==> src/rtl/retire_trace_buffer.sv <==
// Retire trace buffer: captures retired writeback-stage instructions into a
// FIFO from the first retire until a halt instruction or the retire limit,
// then drains the queued entries and parks in DONE until reset.
module retire_trace_buffer #(
   parameter int unsigned     DEPTH      = 16,
   parameter int unsigned     XLEN       = 32,
   parameter logic [XLEN-1:0] HALT_INSTR = XLEN'(32'h0000000d),
   parameter int unsigned     MAX_RETIRE = 7000,
   parameter int unsigned     FULL_MODE  = 0
) (
   input  logic            clk,
   input  logic            rst,
   input  logic            wb_valid,
   input  logic [XLEN-1:0] wb_pc,
   input  logic [XLEN-1:0] wb_instr,
   input  logic            wb_we,
   input  logic [4:0]      wb_waddr,
   input  logic [XLEN-1:0] wb_wdata,
   output logic            trace_stall,
   output logic            out_valid,
   input  logic            out_ready,
   output logic [XLEN-1:0] out_pc,
   output logic [XLEN-1:0] out_instr,
   output logic            out_we,
   output logic [4:0]      out_waddr,
   output logic [XLEN-1:0] out_wdata,
   output logic [31:0]     retire_cnt,
   output logic [15:0]     drop_cnt,
   output logic [1:0]      state,
   output logic            done
);

   localparam int unsigned AW = $clog2(DEPTH);
   localparam int unsigned EW = 3 * XLEN + 6;

   typedef enum logic [1:0] {
      ST_IDLE    = 2'd0,
      ST_CAPTURE = 2'd1,
      ST_DRAIN   = 2'd2,
      ST_DONE    = 2'd3
   } state_e;

   state_e        state_q;
   logic          done_q;
   logic [AW:0]   wr_ptr_q;
   logic [AW:0]   rd_ptr_q;
   logic [31:0]   retire_cnt_q;
   logic [31:0]   retire_cnt_d;
   logic [15:0]   drop_cnt_q;
   logic [EW-1:0] mem_q [DEPTH];

   logic [EW-1:0] head_s;
   logic          empty_s;
   logic          full_s;
   logic          pop_s;
   logic          stall_s;
   logic          retire_s;
   logic          accept_s;
   logic          push_s;
   logic          drop_s;
   logic          end_capture_s;

   // Occupancy from the wrap-bit pointer pair.
   assign empty_s = (wr_ptr_q == rd_ptr_q);
   assign full_s  = (wr_ptr_q[AW-1:0] == rd_ptr_q[AW-1:0]) && (wr_ptr_q[AW] != rd_ptr_q[AW]);

   // A pop frees a slot in the same cycle, so a full FIFO being drained never stalls.
   assign pop_s    = !empty_s && out_ready;
   assign stall_s  = (FULL_MODE == 32'd1) && full_s && !pop_s && (state_q == ST_CAPTURE);
   assign retire_s = wb_valid && (wb_instr != {XLEN{1'b0}}) && !stall_s;

   // Only IDLE and CAPTURE record retires; a full FIFO without a pop loses the entry.
   assign accept_s = retire_s && ((state_q == ST_IDLE) || (state_q == ST_CAPTURE));
   assign push_s   = accept_s && (!full_s || pop_s);
   assign drop_s   = accept_s && full_s && !pop_s;

   assign retire_cnt_d  = retire_cnt_q + {31'd0, accept_s};
   assign end_capture_s = (wb_instr == HALT_INSTR) ||
                          ((MAX_RETIRE != 32'd0) && (retire_cnt_d == 32'(MAX_RETIRE)));

   assign head_s      = mem_q[rd_ptr_q[AW-1:0]];
   assign out_pc      = head_s[3*XLEN+5 -: XLEN];
   assign out_instr   = head_s[2*XLEN+5 -: XLEN];
   assign out_we      = head_s[XLEN+5];
   assign out_waddr   = head_s[XLEN+4 -: 5];
   assign out_wdata   = head_s[XLEN-1:0];
   assign out_valid   = !empty_s;
   assign trace_stall = stall_s;
   assign retire_cnt  = retire_cnt_q;
   assign drop_cnt    = drop_cnt_q;
   assign state       = state_q;
   assign done        = done_q;

   // Entry storage; contents are meaningless while out_valid is low, so it has no reset.
   always_ff @(posedge clk) begin
      if (push_s) begin
         mem_q[wr_ptr_q[AW-1:0]] <= {wb_pc, wb_instr, wb_we, wb_waddr, wb_wdata};
      end
   end

   // Capture FSM, FIFO pointers and the retire/drop counters.
   always_ff @(posedge clk or negedge rst) begin
      if (!rst) begin
         state_q      <= ST_IDLE;
         done_q       <= 1'b0;
         wr_ptr_q     <= {(AW+1){1'b0}};
         rd_ptr_q     <= {(AW+1){1'b0}};
         retire_cnt_q <= 32'd0;
         drop_cnt_q   <= 16'd0;
      end else begin
         if (push_s) begin
            wr_ptr_q <= wr_ptr_q + {{AW{1'b0}}, 1'b1};
         end
         if (pop_s) begin
            rd_ptr_q <= rd_ptr_q + {{AW{1'b0}}, 1'b1};
         end
         retire_cnt_q <= retire_cnt_d;
         if (drop_s && (drop_cnt_q != 16'hFFFF)) begin
            drop_cnt_q <= drop_cnt_q + 16'd1;
         end
         case (state_q)
            // A halt or limit on the very first retire skips straight to draining.
            ST_IDLE, ST_CAPTURE: begin
               if (accept_s) begin
                  state_q <= end_capture_s ? ST_DRAIN : ST_CAPTURE;
               end
            end
            ST_DRAIN: begin
               if (empty_s) begin
                  state_q <= ST_DONE;
                  done_q  <= 1'b1;
               end
            end
            ST_DONE: begin
               state_q <= ST_DONE;
            end
            default: begin
               state_q <= ST_IDLE;
               done_q  <= 1'b0;
            end
         endcase
      end
   end

endmodule

==> config.mk <==
export PLATFORM = sky130hd
export DESIGN_NAME = retire_trace_buffer
export DESIGN_NICKNAME = d
export VERILOG_FILES = /design/src/rtl/retire_trace_buffer.sv
export SDC_FILE = /design/constraint.sdc
export NUM_CORES = 2
export LEC_CHECK = 0
export BUFFER_PORTS_ARGS = -buffer_cell sky130_fd_sc_hd__buf_2
export CAP_MARGIN = 10
export CORE_MARGIN = 5
export CORE_UTILIZATION = 55
export DETAILED_ROUTE_END_ITERATION = 10
export GPL_TIMING_DRIVEN = 0
export PLACE_DENSITY = 0.75
export SKIP_LAST_GASP = 1
export SYNTH_ARGS = -nofsm -noshare
export SYNTH_HDL_FRONTEND = slang
export SYNTH_SLANG_ARGS = --single-unit
export TNS_END_PERCENT = 50
==> constraint.sdc <==
create_clock -name clk -period 9.8 [get_ports clk]
set_input_delay 0.98 -clock clk [delete_from_list [all_inputs] [get_ports clk]]
set_output_delay 0.98 -clock clk [all_outputs]
set_load 0.01 [all_outputs]
Word level (Yosys, flattened, before mapping)
Memories as Yosys holds them, arrays and structs flattened.
Cells that the tools add are included.
{"block": "word_totals", "mem_bits_ro": 0, "output_inout_bits": 155, "input_bits": 106, "mem_count": 1, "reg_bits": 61, "latchBits": 0, "mem_bits_rw": 1632}
{"name": "mem_q", "depth": 16, "width": 102, "read_ports": 1, "rd_ports_with_merged_regs": 0, "wr": 1, "line": "50", "rtl": "logic [EW-1:0] mem_q [DEPTH];"}
{"block": "op_classes", "reduce_logical": 19, "n_mul": 0, "eq_ne": 11, "muxes": 6, "order_cmp": 0, "shift": 0, "n_addsub": 4, "div_mod_pow": 0, "n_bitwise": 0}
{"op": "$add 32x1->32", "n": 1}
{"op": "$eq 32x13->1 const B", "n": 1}
{"op": "$eq 32x4->1 const B", "n": 1}
{"op": "$reduce_bool 32->1", "n": 1}
{"op": "$add 16x1->16 const B", "n": 1}
{"op": "$ne 16x16->1 const B", "n": 1}
{"op": "$add 5x1->5 const B", "n": 2}
{"op": "$logic_and 1x1->1", "n": 8}
{"op": "$mux 2", "n": 3}
{"op": "$pmux 2 s3", "n": 1}
{"op": "$eq 5x5->1", "n": 1}
{"op": "$eq 2x2->1 const B", "n": 2}
{"op": "$eq 4x4->1", "n": 1}
{"op": "$ne 2x2->1 const B", "n": 2}
{"op": "$reduce_and 2->1", "n": 2}
{"op": "$logic_not 1->1", "n": 3}
{"op": "$logic_or 1x1->1", "n": 3}
{"op": "$eq 2x1->1 const B", "n": 1}
{"op": "$logic_not 2->1", "n": 1}
{"op": "$mux 1", "n": 2}
{"op": "$reduce_or 2->1", "n": 1}
{"op": "$ne 1x1->1", "n": 1}

Logic depth before layout (Yosys ltp)
{"block": "depth", "ltp_word": 9, "depth_mapped": 13, "depth_no_buf": 13}

Worst setup path after synthesis
Ideal clock, no wire load.
{"block": "synth_path", "path_type": "in2reg", "from": "input wb_instr[11]", "to": "memory mem_q[3][0] (netlist bit), enable pin", "path_buffers": 1, "t_arrival_ns": 8.793, "slack_ns": 0.319, "setup_ns": 0.688, "cell_stages": 7, "t_required_ns": 9.112, "cell_sequence": "nor4_1 > nand4_1 > o311ai_2 > nor2b_1 > clkbuf_1 > nand2_1 > nor3_1"}
{"block": "synth_via", "elab_chain_len": 6}
{"item": "start: declaration", "line": "15", "rtl": "input logic [XLEN-1:0] wb_instr,"}
{"item": "$reduce_bool 32->1", "line": "70", "rtl": "assign retire_s = wb_valid && (wb_instr != {XLEN{1'b0}}) && !stall_s;"}
{"item": "$logic_and 1x1->1", "line": "70"}
{"item": "$logic_and 1x1->1", "line": "73", "rtl": "assign accept_s = retire_s && ((state_q == ST_IDLE) || (state_q == ST_CAPTURE));"}
{"item": "$logic_and 1x1->1", "line": "74", "rtl": "assign push_s = accept_s && (!full_s || pop_s);"}
{"item": "$mux 1", "line": "96", "rtl": "if (push_s) begin"}
{"item": "$mux 1 (implied by the code)", "line": "97", "rtl": "mem_q[wr_ptr_q[AW-1:0]] <= {wb_pc, wb_instr, wb_we, wb_waddr, wb_wdata};"}
{"item": "end: declaration", "line": "50"}
Every way passes these cells.

Final worst setup path
{"block": "layout_path", "from": "register rd_ptr_q[1]", "to": "output out_wdata[26]"}
{"block": "layout_via", "elab_chain_len": 1}
{"item": "start: declaration", "line": "46", "rtl": "logic [AW:0] rd_ptr_q;"}
{"item": "start signal: assignment", "line": "107", "rtl": "rd_ptr_q <= {(AW+1){1'b0}};"}
{"item": "start signal: assignment", "line": "115", "rtl": "rd_ptr_q <= rd_ptr_q + {{AW{1'b0}}, 1'b1};"}
{"item": "$mem_v2 16x102"}
{"item": "end: declaration", "line": "26", "rtl": "output logic [XLEN-1:0] out_wdata,"}
Every way passes these cells.

==> run summary <==
Outcome - completed
DR WL/cell - 33.4 µm
Max-cap violations - 0
Prevailing post-synth register cell - edfxtp_1
Worst skew pair latency - 0.77 ns
# resized after CTS - 0
Overall power - 21.9 mW
EDFF count, synth - 1632
Post-synthesis cell count - 2591
DP HPWL - 101000 µm
Initial antenna violation count - 32
All-Layer GR Usage - 26.2%
Commonest cells in the netlist - 1632 x edfxtp_1, 510 x mux4_2, 61 x clkbuf_1, 61 x dfrtp_1, 50 x buf_2
Largest net degree at the start of global routing - 34
Drt first-iter violations - 4552
Worst Tran Pin Value - 1.34 ns
First-pass GRT wire length - 233000 µm
R2R depth - 10
IO Pins - 261
Required @ worst endpoint - 8.82 ns
Core Rows - 125
F_max - 185 MHz
Dpl ws - 3.95 ns
Final Setup Violations - 0
FF-to-FF setup slack - 5.68 ns
Die X - 352 µm
Syn nets - 2705
Synthesized flop and latch total - 1693
Clock-pin slew on the worst setup and hold paths - 0.06 ns
# nets final - 3266
Initial core utilization - 55.4%
Hold Path Class - in -> async
Sequential fraction of the synthesis area - 78.5%
Final period utilization - 55.2%
Area Growth Syn to Fin - 17.3%
Final slew viol count - 0
Clock Path Buffers - 3
H-tree depth - 4
Setup Crit Path Kind - reg -> out
Remaining global-route overflow - 0
Full die area - 124000 µm²
Port bufs - 259
Final hold vios - 0
Critical Path Source Type - flip-flop
Reg2reg end - mem_q[0][63]$_DFFE_PP_
Num Clock Sinks - 1693
Synth warn - 0
DRC Markers - 0
Clock Skew - 0.0255 ns
Pwr Density - 290 nW/µm²
Core Area - 116000 µm²
Top-area cell type share of the netlist area - 76.1%
Share of cells above drive strength 1 - 37.6%
Post-CTS setup buffer count - 0
Worst hold margin - 0.303 ns
Root Buffer - clkbuf_16
CP arrival - 4.43 ns
Routability cong. - 0.834
Avg Inst Size Synth - 24.8 µm²
RSZ-0062 raised after global routing - false
R2r startpoint - state[1]$_DFFE_PN0P_
Antenna Violating Nets Remaining - 0
Chip Height - 352 µm
Count leader, synth - edfxtp_1
Area contributors post-synth - edfxtp_1 76%, mux4_2 18%, dfrtp_1 2.4%
Final worst slack - 4.39 ns
Drt pass-1 iters - 5
Total wire length - 162000 µm
Final core utilization - 65.0%
Fillers - 7145
Peak VDD IR - 0.000208 V
Distinct cells, synth - 55
Slew headroom - 10.8%
CTS tree - done
Maximum fanout along the worst path - 10
Cell accounting for the most synthesized area - edfxtp_1
Min Tclk post-route - 5.41 ns
Cell Area, Synth - 64400 µm²
Num CTS Buffers - 166
Worst Setup End Kind - output port
Vias per inst - 6.50
Vias in the first global route - 32800
Leak - 24.6 nW
Hold Buf Count CTS - 0
Asr flop ratio synth - 3.60%
Routed vias - 31500
==> through the flow <==
stage,cell area [µm²],instances,TNS [ns]
floorplan,64400,2591,0
global placement,67600,4374,-8186.71
detailed placement,70000,4505,0
CTS,75400,4809,0
global route,75500,4818,0
finish,75500,4839,0
==> kinds of logic after synthesis <==
kind of cell,synth area share [%]
flops,78.5
mux,17.9
simple gates,1.55
buf+inv,0.925
xor+xnor,0.812
compound gates,0.165
fa+ha+maj,0.155
other cells,0.00582
==> routing by layer <==
layer,vias up,part of all wire (%),track usage [%]
met1,16600,35,33.7
met4,18,3.5,8.84
met2,2125,51,43.9
met3,351,11,7.28
met5,-,0.075,0
li1,12400,-,-
==> final cells by class <==
type | instances | area (µm²) | share of cell area [%]
clock inverter | 110 | 1080 | 1.43
inverter | 10 | 37.5 | 0.0497
multi-input combinational | 763 | 13400 | 17.7
buffer | 125 | 558 | 0.739
antenna | 27 | 67.6 | 0.0895
clock buffer | 194 | 4280 | 5.67
timing repair buffer | 393 | 3690 | 4.89
sequential | 1693 | 50500 | 66.9
tap | 1524 | 1910 | 2.52
==> sequential cells by signal, indices dropped and copies added (netlist names) <==
signal      cells
done            1
state           2
rd_ptr_q        5
wr_ptr_q        5
mem_q        1632
retire_cnt     32
drop_cnt       16
==> critical path, cell delays in order, from the launching register on <==
cell and delay (ns):
dfrtp_1 0.38, clkbuf_1 0.25, clkbuf_1 1.02, clkbuf_1 0.78, mux4_2 0.45, mux4_2 0.55
buf_2 0.22
==> worst max-delay path by stage <==
stage	startpoint	end	slack [ns]	cells past startpoint
2_1_floorplan	wb_instr[11]	mem_q[3][0]$_DFFE_PP_	0.32	7
3_3_place_gp	wb_instr[25]	mem_q[1][59]$_DFFE_PP_	-9.66	8
3_5_place_dp	wb_instr[16]	state[0]$_DFFE_PN0P_	3.95	14
4_1_cts	rd_ptr_q[1]$_DFFE_PN0P_	out_wdata[26]	4.44	6
5_1_grt	rd_ptr_q[1]$_DFFE_PN0P_	out_wdata[26]	4.35	6
6_report	rd_ptr_q[1]$_DFFE_PN0P_	out_wdata[26]	4.39	6
==> placed cells by master, fill, tap and decap left out, drive strengths merged, types with 13 or more instances in the layout <==
master  instances
nand2          24
xnor2          43
dfrtp          61
mux4          510
and3           13
clkinv         76
buf           457
nor2           24
xor2           15
diode          27
edfxtp       1632
inv            21
bufinv         16
nor3           14
nand4          25
nand3          19
clkbuf        255
nor4           15
==> power by group <==
group          internal [mW]  switching, mW
sequential              8.67          0.191
clock                   3.57           2.71
combinational           3.06           3.70
(Power assumes the default switching activity.)
